<file path="config.mk">
export PLATFORM = sky130hd
export DESIGN_NAME = ram_lsu_flat
export DESIGN_NICKNAME = d
export VERILOG_FILES = /design/src/rtl/ram_lsu_if.sv /design/src/rtl/ram_lsu.sv /design/src/flat_wrapper.sv
export SDC_FILE = /design/constraint.sdc
export NUM_CORES = 1
export LEC_CHECK = 0
export CELL_PAD_IN_SITES_DETAIL_PLACEMENT = 1
export CELL_PAD_IN_SITES_GLOBAL_PLACEMENT = 2
export CORE_MARGIN = 3
export CORE_UTILIZATION = 29
export DETAILED_ROUTE_END_ITERATION = 10
export PLACE_DENSITY_LB_ADDON = 0.15
export SLEW_MARGIN = 15
export SYNTH_ARGS = -nofsm -noshare
export SYNTH_HDL_FRONTEND = slang
export SYNTH_SLANG_ARGS = --single-unit
</file>
<file path="constraint.sdc">
create_clock -name clk -period 3.9 [get_ports clk]
set_input_delay 0.78 -clock clk [delete_from_list [all_inputs] [get_ports clk]]
set_output_delay 0.78 -clock clk [all_outputs]
set_load 0.01 [all_outputs]
</file>
<file path="src/rtl/ram_lsu_if.sv">
// rtl/ram_lsu_if.sv - CPU-side load/store request bus between the memory stage and ram_lsu
interface ram_lsu_if #(
    parameter int ADDR_W = 10
) ();
    logic              req;
    logic              wr;
    logic [1:0]        size;
    logic              unsigned_ld;
    logic [ADDR_W+1:0] addr;
    logic [31:0]       wdata;
    logic [31:0]       rdata;
    logic              busy;
    logic              done;
    logic              err;

    modport master (
        output req, wr, size, unsigned_ld, addr, wdata,
        input  rdata, busy, done, err
    );

    modport slave (
        input  req, wr, size, unsigned_ld, addr, wdata,
        output rdata, busy, done, err
    );
endinterface

</file>
<file path="src/rtl/ram_lsu.sv">
// rtl/ram_lsu.sv - byte/halfword/word load-store initiator for a word-organised RAM
// Sub-word stores are read-modify-write; loads are sign or zero extended.
module ram_lsu #(
    parameter int ADDR_W = 10
) (
    input  logic              clk,
    input  logic              rst,
    ram_lsu_if.slave          bus,
    output logic [ADDR_W-1:0] ram_addr,
    output logic [31:0]       ram_d,
    output logic              ram_we,
    input  logic [31:0]       ram_q
);
    typedef enum logic [1:0] {
        IDLE,
        ACCESS,
        WRITE,
        DONE
    } state_t;

    state_t      state;
    logic        wr_q;
    logic [1:0]  size_q;
    logic        uns_q;
    logic [1:0]  off_q;
    logic [31:0] wdata_q;
    logic        misaligned;

    // Little-endian lane select followed by extension to 32 bits.
    function automatic logic [31:0] load_extract(
        input logic [31:0] word,
        input logic [1:0]  size,
        input logic [1:0]  off,
        input logic        uns
    );
        logic [7:0]  b;
        logic [15:0] h;
        logic [31:0] r;
        case (off)
            2'd0:    b = word[7:0];
            2'd1:    b = word[15:8];
            2'd2:    b = word[23:16];
            default: b = word[31:24];
        endcase
        h = off[1] ? word[31:16] : word[15:0];
        case (size)
            2'b00:   r = uns ? {24'h0, b} : {{24{b[7]}}, b};
            2'b01:   r = uns ? {16'h0, h} : {{16{h[15]}}, h};
            default: r = word;
        endcase
        return r;
    endfunction

    function automatic logic [31:0] store_merge(
        input logic [31:0] word,
        input logic [31:0] wd,
        input logic [1:0]  size,
        input logic [1:0]  off
    );
        logic [31:0] r;
        r = word;
        case (size)
            2'b00: begin
                case (off)
                    2'd0:    r[7:0]   = wd[7:0];
                    2'd1:    r[15:8]  = wd[7:0];
                    2'd2:    r[23:16] = wd[7:0];
                    default: r[31:24] = wd[7:0];
                endcase
            end
            2'b01: begin
                if (off[1]) r[31:16] = wd[15:0];
                else        r[15:0]  = wd[15:0];
            end
            default: r = wd;
        endcase
        return r;
    endfunction

    always_comb begin
        misaligned = 1'b0;
        case (bus.size)
            2'b01:   misaligned = bus.addr[0];
            2'b10:   misaligned = |bus.addr[1:0];
            2'b11:   misaligned = 1'b1;
            default: misaligned = 1'b0;
        endcase
    end

    // Write strobe is gated by rst directly so a reset landing in WRITE cannot commit a partial store.
    assign ram_we = (state == WRITE) & ~rst;

    always_ff @(posedge clk) begin
        if (rst) begin
            state     <= IDLE;
            bus.rdata <= 32'h0;
            bus.busy  <= 1'b0;
            bus.done  <= 1'b0;
            bus.err   <= 1'b0;
            ram_addr  <= '0;
            ram_d     <= 32'h0;
            wr_q      <= 1'b0;
            size_q    <= 2'b00;
            uns_q     <= 1'b0;
            off_q     <= 2'b00;
            wdata_q   <= 32'h0;
        end else begin
            bus.done <= 1'b0;
            case (state)
                IDLE: begin
                    if (bus.req) begin
                        wr_q     <= bus.wr;
                        size_q   <= bus.size;
                        uns_q    <= bus.unsigned_ld;
                        off_q    <= bus.addr[1:0];
                        wdata_q  <= bus.wdata;
                        ram_addr <= bus.addr[ADDR_W+1:2];
                        bus.busy <= 1'b1;
                        if (misaligned) begin
                            state    <= DONE;
                            bus.err  <= 1'b1;
                            bus.done <= 1'b1;
                        end else begin
                            state <= ACCESS;
                        end
                    end
                end
                ACCESS: begin
                    if (wr_q) begin
                        ram_d <= store_merge(ram_q, wdata_q, size_q, off_q);
                        state <= WRITE;
                    end else begin
                        bus.rdata <= load_extract(ram_q, size_q, off_q, uns_q);
                        bus.done  <= 1'b1;
                        state     <= DONE;
                    end
                end
                WRITE: begin
                    bus.done <= 1'b1;
                    state    <= DONE;
                end
                default: begin
                    bus.busy <= 1'b0;
                    bus.err  <= 1'b0;
                    state    <= IDLE;
                end
            endcase
        end
    end
endmodule

</file>
<file path="src/flat_wrapper.sv">
// flat-port wrapper written by rule: the top's interface ports become plain ports
module ram_lsu_flat 
#(
    parameter int ADDR_W = 10
)
  (clk, rst, ram_addr, ram_d, ram_we, ram_q, bus_req, bus_wr, bus_size, bus_unsigned_ld, bus_addr, bus_wdata, bus_rdata, bus_busy, bus_done, bus_err);
  ram_lsu_if #(.ADDR_W(ADDR_W)) bus_i ();
  input  logic clk;
  input  logic rst;
  output logic [ADDR_W-1:0] ram_addr;
  output logic [31:0] ram_d;
  output logic ram_we;
  input  logic [31:0] ram_q;
  input wire logic [$bits(bus_i.req)-1:0] bus_req;
  input wire logic [$bits(bus_i.wr)-1:0] bus_wr;
  input wire logic [$bits(bus_i.size)-1:0] bus_size;
  input wire logic [$bits(bus_i.unsigned_ld)-1:0] bus_unsigned_ld;
  input wire logic [$bits(bus_i.addr)-1:0] bus_addr;
  input wire logic [$bits(bus_i.wdata)-1:0] bus_wdata;
  output wire logic [$bits(bus_i.rdata)-1:0] bus_rdata;
  output wire logic [$bits(bus_i.busy)-1:0] bus_busy;
  output wire logic [$bits(bus_i.done)-1:0] bus_done;
  output wire logic [$bits(bus_i.err)-1:0] bus_err;
  assign bus_i.req = bus_req;
  assign bus_i.wr = bus_wr;
  assign bus_i.size = bus_size;
  assign bus_i.unsigned_ld = bus_unsigned_ld;
  assign bus_i.addr = bus_addr;
  assign bus_i.wdata = bus_wdata;
  assign bus_rdata = bus_i.rdata;
  assign bus_busy = bus_i.busy;
  assign bus_done = bus_i.done;
  assign bus_err = bus_i.err;
  ram_lsu #(.ADDR_W(ADDR_W)) u_core (.clk(clk), .rst(rst), .bus(bus_i), .ram_addr(ram_addr), .ram_d(ram_d), .ram_we(ram_we), .ram_q(ram_q));
endmodule
</file>
== Word-level counts from Yosys, hierarchy flattened ==
Cells that the tools add are included.
Storage, ports and cells
  flip-flop bits (word level): 117
  logic and storage cells: 63
Cells by class
  equality and inequality tests: 10
  mux-type cells: 26
  bitwise logic cells: 4
  reductions and logical operators: 11
Operators by type and width (count)
  $pmux W32 S2: 2
  $mux W32: 2
  $mux W16: 3
  $mux W8: 4
  $pmux W8 S3: 1
  $eq A2 B1 Y1 const B: 4
  $eq A2 B2 Y1 const B: 4
  $reduce_and A2 Y1: 4
  $mux W1: 7
  $logic_not A2 Y1: 3
  $pmux W1 S3: 2
  $pmux W2 S3: 1
  $mux W2: 2
  $pmux W1 S2: 2
  $reduce_or A2 Y1: 2
  $not A1 Y1: 3
  $reduce_and A3 Y1: 1
  $reduce_or A3 Y1: 1
  $ne A2 B1 Y1 const B: 1
  $ne A2 B2 Y1 const B: 1
  $and A1 B1 Y1: 1

== Longest topological paths before layout ==
Gate-level depths: netlist of the first run.
  word-level depth: 5
  depth in mapped cells: 8
  depth with buffers taken out: 6

== Worst setup path before layout of the first run ==
OpenSTA, ideal clock, no wires.
  path kind: in2out
  start point: input port rst
  end point: output port ram_we
  arrival: 1.323 ns
  slack: 1.797 ns
  cell stages on the path: 3
  path buffers: 2
  cells stage by stage: clkbuf_1 clkbuf_1 nor2b_1
Between the ends
  longest elaborated chain between the ends: 2
RTL lines
  from (decl): RTL line flat_wrapper.sv:9  | input logic rst;
  $not A1 Y1: RTL line ram_lsu.sv:91  | assign ram_we = (state == WRITE) & ~rst;
  $and A1 B1 Y1: RTL line ram_lsu.sv:91
  to (decl): RTL line flat_wrapper.sv:12  | output logic ram_we;
Every way passes these cells.

== Final worst setup path of the first run ==
Ends and elaborated chain as after synthesis.

==> qor.txt, run 1 <==
Sink Count: 117
Setup crit start kind: primary input
total grt overflow: 0
met1 Use GR: 27.6%
postcts setup bufs: 0
crit path DAT: 1770 ps
status: complete, no violations
final design utilization: 42.0%
CTS Root Cell: clkbuf_16
Crit. End Element: output pin
Worst-Skew Late Latency: 420 ps
port buffer count: 160
syn nets: 781
M2 GR Usage: 31.2%
clk slew on worst S/H paths: 60 ps
final std cells w/o fill: 1093
Die X: 145 um
post-cts repair resize count: 0
most common cell after layout, fill and taps aside: clkdlybuf4s50_1
top_reg_cell synth: dfxtp_1
Ant. Diodes: 0
final instance area: 7930 um^2
via count: 5655
most frequent cells in the layout: clkdlybuf4s50_1 (159), nand2_1 (141), dfxtp_1 (115)
CTS Buffer Depth: 2
final worst path period need: 2550 ps
Slew @ Worst Pin: 1040 ps
initial antenna violation count: 0
share of layout cells above drive strength 1: 8.76%
FF+latch count, synth: 117
first-pass GRT wire length: 34000 um
Final ANT Viol Nets: 0
Pwr per Cell Area: 626 nW/um^2
Seq/Total Area, Yosys: 41.7%
EDFF count, synth: 0
Total Neg Setup Slack: 0 ps
# IOs: 161
Initial Utilization: 29.8%
Row Count: 50
initial drt markers: 407
RSZ-0062 raised after global routing: false
H-tree levels: 4
post-synth cell types: 35
Worst Path Required: 3120 ps
worst vdd ir: 0.000337 V
largest fanout on the critical path: 40
Detail Placement HPWL: 15400 um
layer with the highest usage: met2
dpl cells: 1061
vias in the first global route: 5970
Slew Limit Fails: 0
Avg WL per Cell: 19.5 um
Die Ht: 145 um
Setup Viol. Count Final: 0
Max Cap Viol: 0
Nets: 907
HP Class: flip-flop to flip-flop
final worst path period share: 65.4%
RePlAce Congestion: 0.830
Min Hold Slack: 457 ps
asr flop ratio synth: 0%
Avg Cell Area, Syn: 8.10 um^2
final hold vios: 0
die area: 21100 um^2
TritonRoute pass-1 iters: 5
CTS tree: done
largest net degree at the start of global routing: 76
Placed Area: 7360 um^2
area growth from synthesis to layout: 41.0%
Crit Path Category: primary input to output pin
CTS Buf Count: 17
Slew headroom: 30.6%
vias per cell: 5.17
Total Wirelength: 21300 um
fmax: 392 MHz
GRT Overall Usage: 20.3%
post-synthesis cell count: 694
Worst Skew: 7.46 ps
met3 usage: 4.87%
Synth Warn #: 0
drt drc: 0
Pleak: 2.66 nW
Cell Area, Synth: 5620 um^2
hold buffer count at CTS: 0
CORE AREA: 18900 um^2
worst max-delay path, cell delays in order:
cell	delay, ps
buf_4	400
nor2b_1	90
clkdlybuf4s50_1	490
Yosys cell counts, drive strengths merged, types with 2 or more instances:
cell type  instances  area share, %
mux2i             25            4.5
mux2              23            4.6
nand2b             8           0.89
inv               20            1.3
a22oi              9            1.2
a221oi            23            3.6
o21ai             10           0.89
o311ai             6           0.93
a21oi             57            5.3
nand2            141            9.4
o22ai              8           0.89
o2bb2ai            8            1.2
a311oi            10            1.6
a211oi            48            6.4
nor3               5           0.44
nor2b              6           0.67
buf               20            1.9
clkbuf            42            2.8
nor2              85            5.7
o2111ai            9            1.4
ha                 4           0.89
and2               2           0.22
dfxtp            117             42
per-stage QoR:
step                power (mW)  setup WS [ps]
floorplan                 2.71           1800
global placement          3.45            962
detailed placement        3.50            780
CTS                       5.01           1140
global route              5.30           1090
finish                    4.96           1350
final timing paths:
| check | start | to | slack, ps | cells past startpoint |
|---|---|---|---|---|
| worst max-delay path | rst | ram_we | 1350 | 3 |
| worst min-delay path | u_core.wdata_q[31] | u_core.wdata_q[31] | 460 | 2 |
| worst max register to register | u_core.off_q[1] | u_core.ram_d[3] | 1360 | 4 |
| worst min register to register | u_core.wdata_q[31] | u_core.wdata_q[31] | 460 | 2 |
power breakdown:
group | total [mW] | switching [mW] | leakage (nW) | internal, mW
Clock | 1.49 | 0.584 | 0.264 | 0.906
Combinational | 1.76 | 0.946 | 1.44 | 0.813
Sequential | 1.71 | 0.246 | 0.956 | 1.46
metal layers:
metal / part of all wire, % / vias to the layer above
met5: 0 / -
met4: 1.9 / 0
met3: 6.7 / 26
met2: 45 / 208
met1: 47 / 2696
li1: - / 2725
sequential cells by signal, indices dropped and copies added, names as in the netlist:
signal,count
u_core.uns_q,1
u_core.wr_q,1
u_core.off_q,2
u_core.bus.rdata,32
u_core.size_q,2
u_core.bus.err,1
u_core.bus.busy,1
u_core.wdata_q,32
u_core.bus.done,1
u_core.state,2
u_core.ram_d,32
u_core.ram_addr,10
kinds of logic (layout without fill, tap and decap cells):
kind of cell / after synthesis / after routing / share of synthesized area [%]
multiplexers: 49 / 49 / 9.46
adder cells (fa/ha/maj): 4 / 4 / 0.890
AND/OR/NAND/NOR: 250 / 250 / 18.0
buffers and inverters: 82 / 221 / 6.03
flip-flops: 117 / 117 / 41.7
AO/OA/AOI/OAI: 192 / 192 / 24.0
final cells by class:
class | instances | area, um^2
Timing Repair Buffer | 169 | 1670
Clock inverter | 12 | 105
Tap cell | 260 | 325
Sequential cell | 117 | 2340
Multi-Input combinational cell | 495 | 2950
Clock buffer | 20 | 457
Fill cell | 2207 | 11000
Inverter | 20 | 75.1
Note: power is estimated with default switching activity, not from simulation.
==> run 2: changes to the inputs <==
--- a/config.mk
+++ b/config.mk
@@ -8,7 +8,7 @@
 export CELL_PAD_IN_SITES_DETAIL_PLACEMENT = 1
 export CELL_PAD_IN_SITES_GLOBAL_PLACEMENT = 2
 export CORE_MARGIN = 3
-export CORE_UTILIZATION = 29
+export CORE_UTILIZATION = 27
 export DETAILED_ROUTE_END_ITERATION = 10
 export PLACE_DENSITY_LB_ADDON = 0.15
 export SLEW_MARGIN = 15
==> constraint.sdc (replaced) <==
create_clock -name clk -period 2.4 [get_ports clk]
set_input_delay 0.48 -clock clk [delete_from_list [all_inputs] [get_ports clk]]
set_output_delay 0.48 -clock clk [all_outputs]
set_load 0.01 [all_outputs]
==> run 2 against run 1 <==
Clock power rose by 91%. Clock skew fell by 2.3 ps. Clock-buffer cell count fell by 1. Utilization fell by 1.7 points.
==> qor.txt, run 2 (synthesized netlist as in run 1, its figures left out) <==
CTS Buf Count: 17 (unchanged)
Sw Share: 33.9% (-1.9 points)
Worst Skew: 5.17 ps (-2.28 ps)
post-cts repair resize count: 0 (unchanged)
fmax: 443 MHz
Max Cap Viol: 0 (unchanged)
final std cells w/o fill: 1120 (+2.5%)
Avg WL per Cell: 19.6 um (+0.80%)
Die Ht: 150 um (+3.5%)
Die X: 150 um (+3.5%)
Nets: 924 (+1.9%)
Total Neg Setup Slack: 0 ps (unchanged)
share of layout cells above drive strength 1: 10.7% (+1.9 points)
HP Class: flip-flop to flip-flop
Design Power: 8.60 mW (+73%)
CORE AREA: 20400 um^2 (+7.8%)
most common cell after layout, fill and taps aside: clkdlybuf4s50_1
clk slew on worst S/H paths: 60 ps (about the same)
status: complete, no violations
drt drc: 0 (unchanged)
total grt overflow: 0 (unchanged)
Crit. End Element: output pin
Setup crit start kind: flip-flop
Final ANT Viol Nets: 0 (unchanged)
top flop regs: u_core.bus.rdata: 32 flops, u_core.ram_d: 32 flops, u_core.wdata_q: 32 flops
final worst path period share: 94.1%
Detail Placement HPWL: 16300 um (+5.9%)
via count: 5624 (-0.55%)
Slew headroom: 50.4% (+20 points)
Int Power: 5.68 mW (+78%)
CTS Root Cell: clkbuf_16
crit path DAT: 1780 ps (about the same)
Slew Limit Fails: 0 (unchanged)
H-tree levels: 4 (unchanged)
# IOs: 161 (unchanged)
largest net degree at the start of global routing: 67 (-12%)
TritonRoute pass-1 iters: 4 (-1)
Total Wirelength: 22000 um (+3.3%)
Crit Path Category: flip-flop to output pin
Sink Count: 117 (unchanged)
final design utilization: 40.2% (-1.7 points)
Setup Viol. Count Final: 0 (unchanged)
reg2reg setup slack: 490 ps (-870 ps)
Pwr per Cell Area: 1050 nW/um^2 (+68%)
Row Count: 52 (+4.0%)
port buffer count: 160 (unchanged)
die area: 22600 um^2 (+7.1%)
vias per cell: 5.02 (-2.9%)
Worst-Skew Late Latency: 420 ps (about the same)
hold buffer count at CTS: 0 (unchanged)
dpl cells: 1088 (+2.5%)
GRT Overall Usage: 19.7% (-0.60 points)
most frequent cells in the layout: clkdlybuf4s50_1 (159), nand2_1 (141), dfxtp_1 (115)
area growth from synthesis to layout: 45.7%
final worst path period need: 2260 ps
combinational power share: 34.9% (-0.6 points)
Slew @ Worst Pin: 744 ps (-298 ps)
Pleak: 2.80 nW (+5.3%)
CTS tree: done
largest fanout on the critical path: 4 (-90%)
postcts setup bufs: 0 (unchanged)
vias in the first global route: 5833 (-2.3%)
RePlAce Congestion: 0.836 (+0.80%)
Ant. Diodes: 0 (unchanged)
CTS Buffer Depth: 2 (unchanged)
Worst Path Required: 1920 ps (-1200 ps)
RSZ-0062 raised after global routing: false
switching power of the nets: 2.92 mW (+64%)
Flop pwr share: 31.9% (-2.6 points)
initial drt markers: 319 (-22%)
Initial Utilization: 27.6% (-2.2 points)
final hold vios: 0 (unchanged)
Clk network pwr share: 33.1% (+3.1 points)
initial antenna violation count: 0 (unchanged)
first-pass GRT wire length: 34100 um (+0.22%)
worst vdd ir: 0.000580 V (+72%)
run 2: per-layer routing:
layer / track usage (%) / up-vias / part of all wire, %
met4: 5.54 / 0 / 0.97
li1: - / 2757 / -
met5: 0 / - / 0
met2: 30.8 / 146 / 45
met3: 3.46 / 16 / 5.1
met1: 27.8 / 2705 / 48
run 2: area by class of cell:
type / instances / area (um^2)
fill: 2377 / 12200
multi-input combinational: 495 / 2950
sequential: 117 / 2340
timing repair buffer: 186 / 1830
clock buffer: 19 / 453
tap: 270 / 338
clock inverter: 13 / 204
inverter: 20 / 75.1
run 2: final timing paths:
| path | from | end | cells after the start |
|---|---|---|---|
| max | u_core.state[0] | ram_we | 4 |
| min reg2reg | u_core.ram_addr[3] | u_core.ram_addr[3] | 2 |
| max reg2reg | u_core.off_q[1] | u_core.ram_d[22] | 4 |
| min | u_core.ram_addr[3] | u_core.ram_addr[3] | 2 |
run 2: critical path, stage by stage, from the launching register on:
cell and delay [ps]:
dfxtp_1 340, inv_1 100, ha_1 200, nor2b_1 170
clkdlybuf4s50_1 550
run 2: power by group through the flow:
| stage | clock (mW) | combinational (mW) | sequential [mW] |
|---|---|---|---|
| 6_report | 2.85 | 3.00 | 2.74 |
| 3_3_place_gp | 0 | 2.97 | 2.77 |
| 5_1_grt | 3.00 | 3.33 | 2.81 |
| 2_1_floorplan | 0 | 1.62 | 2.77 |
| 3_5_place_dp | 0 | 3.03 | 2.79 |
| 4_1_cts | 2.91 | 3.04 | 2.76 |
run 2: per-stage QoR:
step           cell area (um^2)  hold slack, ps  setup slack [ps]
5_1_grt                    8200             484              49.7
4_1_cts                    8200             461               108
6_report                   8200             456               142
3_5_place_dp               7540             453               153
3_3_place_gp               7540             444               237
2_1_floorplan              5620             436               819
==> run 3: changes to the inputs <==
--- a/config.mk
+++ b/config.mk
@@ -10,6 +10,7 @@
 export CORE_MARGIN = 3
 export CORE_UTILIZATION = 27
 export DETAILED_ROUTE_END_ITERATION = 10
+export MAX_ROUTING_LAYER = met4
 export PLACE_DENSITY_LB_ADDON = 0.15
 export SLEW_MARGIN = 15
 export SYNTH_ARGS = -nofsm -noshare
==> run 3 against run 2 <==
Cell count fell by 0.63%. Via count increased by 0.87%. Non-clock buffer count is 5 lower. Critical path depth unchanged. Critical path type unchanged. Critical endpoint unchanged.
==> qor.txt, run 3 (synthesized netlist as in run 1, its figures left out) <==
status: complete, no violations
final instance area: 8120 um^2 (-0.89%)
RePlAce Congestion: 0.867 (+3.6%)
clk slew on worst S/H paths: 60 ps (about the same)
area growth from synthesis to layout: 44.5%
WHS Path Cells: 2 (unchanged)
drt drc: 0 (unchanged)
Sw Share: 34.0% (+0.082 points)
Initial Utilization: 27.6% (unchanged)
Reg2Reg Depth: 6 (+2)
# IOs: 161 (unchanged)
final worst path period need: 2250 ps (-11.8 ps)
Worst Skew: 7.34 ps (+2.17 ps)
Sink Count: 117 (unchanged)
Placed Area: 7500 um^2 (-0.50%)
reg2reg setup slack: 330 ps (-160 ps)
worst r2r dst: u_core.ram_d[8]
via count: 5673 (+0.87%)
Worst path max stage delay: 550 ps (about the same)
Final ANT Viol Nets: 0 (unchanged)
Fillers: 2399 (+0.93%)
Critical-path top delay cell: clkdlybuf4s50_1
Hold Path Sink: u_core.ram_addr[3]
Clk network pwr share: 32.0% (-1.1 points)
die area: 22600 um^2 (unchanged)
hold_sp: u_core.ram_addr[3]
critical path's top delay family: buffers and inverters
CTS Buffer Depth: 2 (unchanged)
first-pass GRT wire length: 33700 um (-1.2%)
crit path DAT: 1770 ps (about the same)
Setup crit start kind: flip-flop
Die X: 150 um (unchanged)
Ant. Diodes: 0 (unchanged)
Detail Placement HPWL: 16200 um (-0.42%)
Crit. End Element: output pin
Flop pwr share: 32.8% (+0.9 points)
HP Class: flip-flop to flip-flop
largest fanout on the critical path: 4 (unchanged)
Pleak: 2.77 nW (-1.1%)
Slew Limit Fails: 0 (unchanged)
total grt overflow: 0 (unchanged)
CP bufs+invs: 2 (unchanged)
Die Ht: 150 um (unchanged)
Total Neg Setup Slack: 0 ps (unchanged)
H-tree levels: 4 (unchanged)
Nets: 919 (-0.54%)
Crit Path Category: flip-flop to output pin
switching power of the nets: 2.88 mW (-1.4%)
Worst-Skew Late Latency: 420 ps (about the same)
Int Power: 5.58 mW (-1.7%)
share of layout cells above drive strength 1: 9.85% (-0.86 points)
port buffer count: 160 (unchanged)
final hold vios: 0 (unchanged)
Worst Path Required: 1920 ps (about the same)
fmax: 445 MHz (+0.53%)
top flop regs: u_core.bus.rdata: 32 flops, u_core.ram_d: 32 flops, u_core.wdata_q: 32 flops
Slew @ Worst Pin: 750 ps (+6.94 ps)
Max Cap Viol: 0 (unchanged)
vias in the first global route: 5858 (+0.43%)
Total Wirelength: 22000 um (+0.36%)
critical path cell sequence: inv_1 -> ha_1 -> nor2b_1 -> clkdlybuf4s50_1
CTS Root Cell: clkbuf_16
largest net degree at the start of global routing: 67 (unchanged)
worst vdd ir: 0.000490 V (-16%)
hold buffer count at CTS: 0 (unchanged)
Pwr per Cell Area: 1040 nW/um^2 (-0.72%)
most frequent cells in the layout: clkdlybuf4s50_1 (159), nand2_1 (141), dfxtp_1 (115)
CTS Buf Count: 17 (unchanged)
final worst path period share: 93.6% (-0.49 points)
Avg WL per Cell: 19.8 um (+1.0%)
GRT Overall Usage: 20.1% (+0.44 points)
RSZ-0062 raised after global routing: false
combinational power share: 35.2% (+0.3 points)
initial drt markers: 228 (-29%)
vias per cell: 5.10 (+1.5%)
CORE AREA: 20400 um^2 (unchanged)
Slew headroom: 50.0% (-0.46 points)
Row Count: 52 (unchanged)
most common cell after layout, fill and taps aside: clkdlybuf4s50_1
TritonRoute pass-1 iters: 4 (unchanged)
FF-to-FF Start: u_core.off_q[1]
Setup Viol. Count Final: 0 (unchanged)
postcts setup bufs: 0 (unchanged)
initial antenna violation count: 0 (unchanged)
post-cts repair resize count: 0 (unchanged)
CTS tree: done
[run 3: cell types whose count changed in the layout (fill, tap and decap cells not counted), sizes merged]
cell and change:
clkbuf +2, bufinv -1, buf -5, clkinvlp -3
[run 3: cell type report]
class	instances	area, um^2	area share [%]
Timing Repair Buffer	181	1790	22.1
Inverter	20	75.1	0.924
Sequential cell	117	2340	28.9
Multi-Input combinational cell	495	2950	36.3
Clock inverter	9	151	1.86
Clock buffer	21	470	5.79
Tap cell	270	338	4.16
[run 3: power by group through the flow]
| stage | combinational [mW] | clock, mW | sequential, mW |
|---|---|---|---|
| CTS | 3.01 | 2.78 | 2.78 |
| finish | 2.98 | 2.71 | 2.77 |
| floorplan | 1.62 | 0 | 2.77 |
| detailed placement | 2.99 | 0 | 2.81 |
| global route | 3.28 | 2.86 | 2.83 |
| global placement | 2.92 | 0 | 2.79 |
[run 3: worst max path at each step]
stage,startpoint,to,cells past startpoint
after global placement,ram_q[31],u_core.bus.rdata[15],5
after CTS,u_core.state[0],ram_we,4
after detailed placement,ram_q[31],u_core.bus.rdata[8],5
after floorplan,u_core.state[0],u_core.wdata_q[10],7
after global routing,u_core.state[0],ram_we,4
final,u_core.state[0],ram_we,4
[run 3: per-stage QoR]
step           std cells  hold WS (ps)  worst slack [ps]  util (%)  power (mW)
6_report            1113           457               154      39.9        8.46
5_1_grt             1113           473              49.4      39.9        8.97
4_1_cts             1113           460               132      39.9        8.57
3_5_place_dp        1083           452               118      36.8        5.81
3_3_place_gp        1083           443               243      36.8        5.71
2_1_floorplan        694           436               819         -        4.40
[run 3: metal layers]
metal / part of all wire [%] / global-route usage (%)
met5: 0 / -
met4: 1.6 / 6.40
met3: 4.4 / 3.79
met2: 45 / 30.0
met1: 49 / 27.6
[run 3: worst register-to-register path: stages (launching register included)]
cell       delay, ps
dfxtp_2          510
buf_4            280
nand2b_1         320
buf_4            300
o2bb2ai_1        170
a22oi_1          110
a311oi_1         290
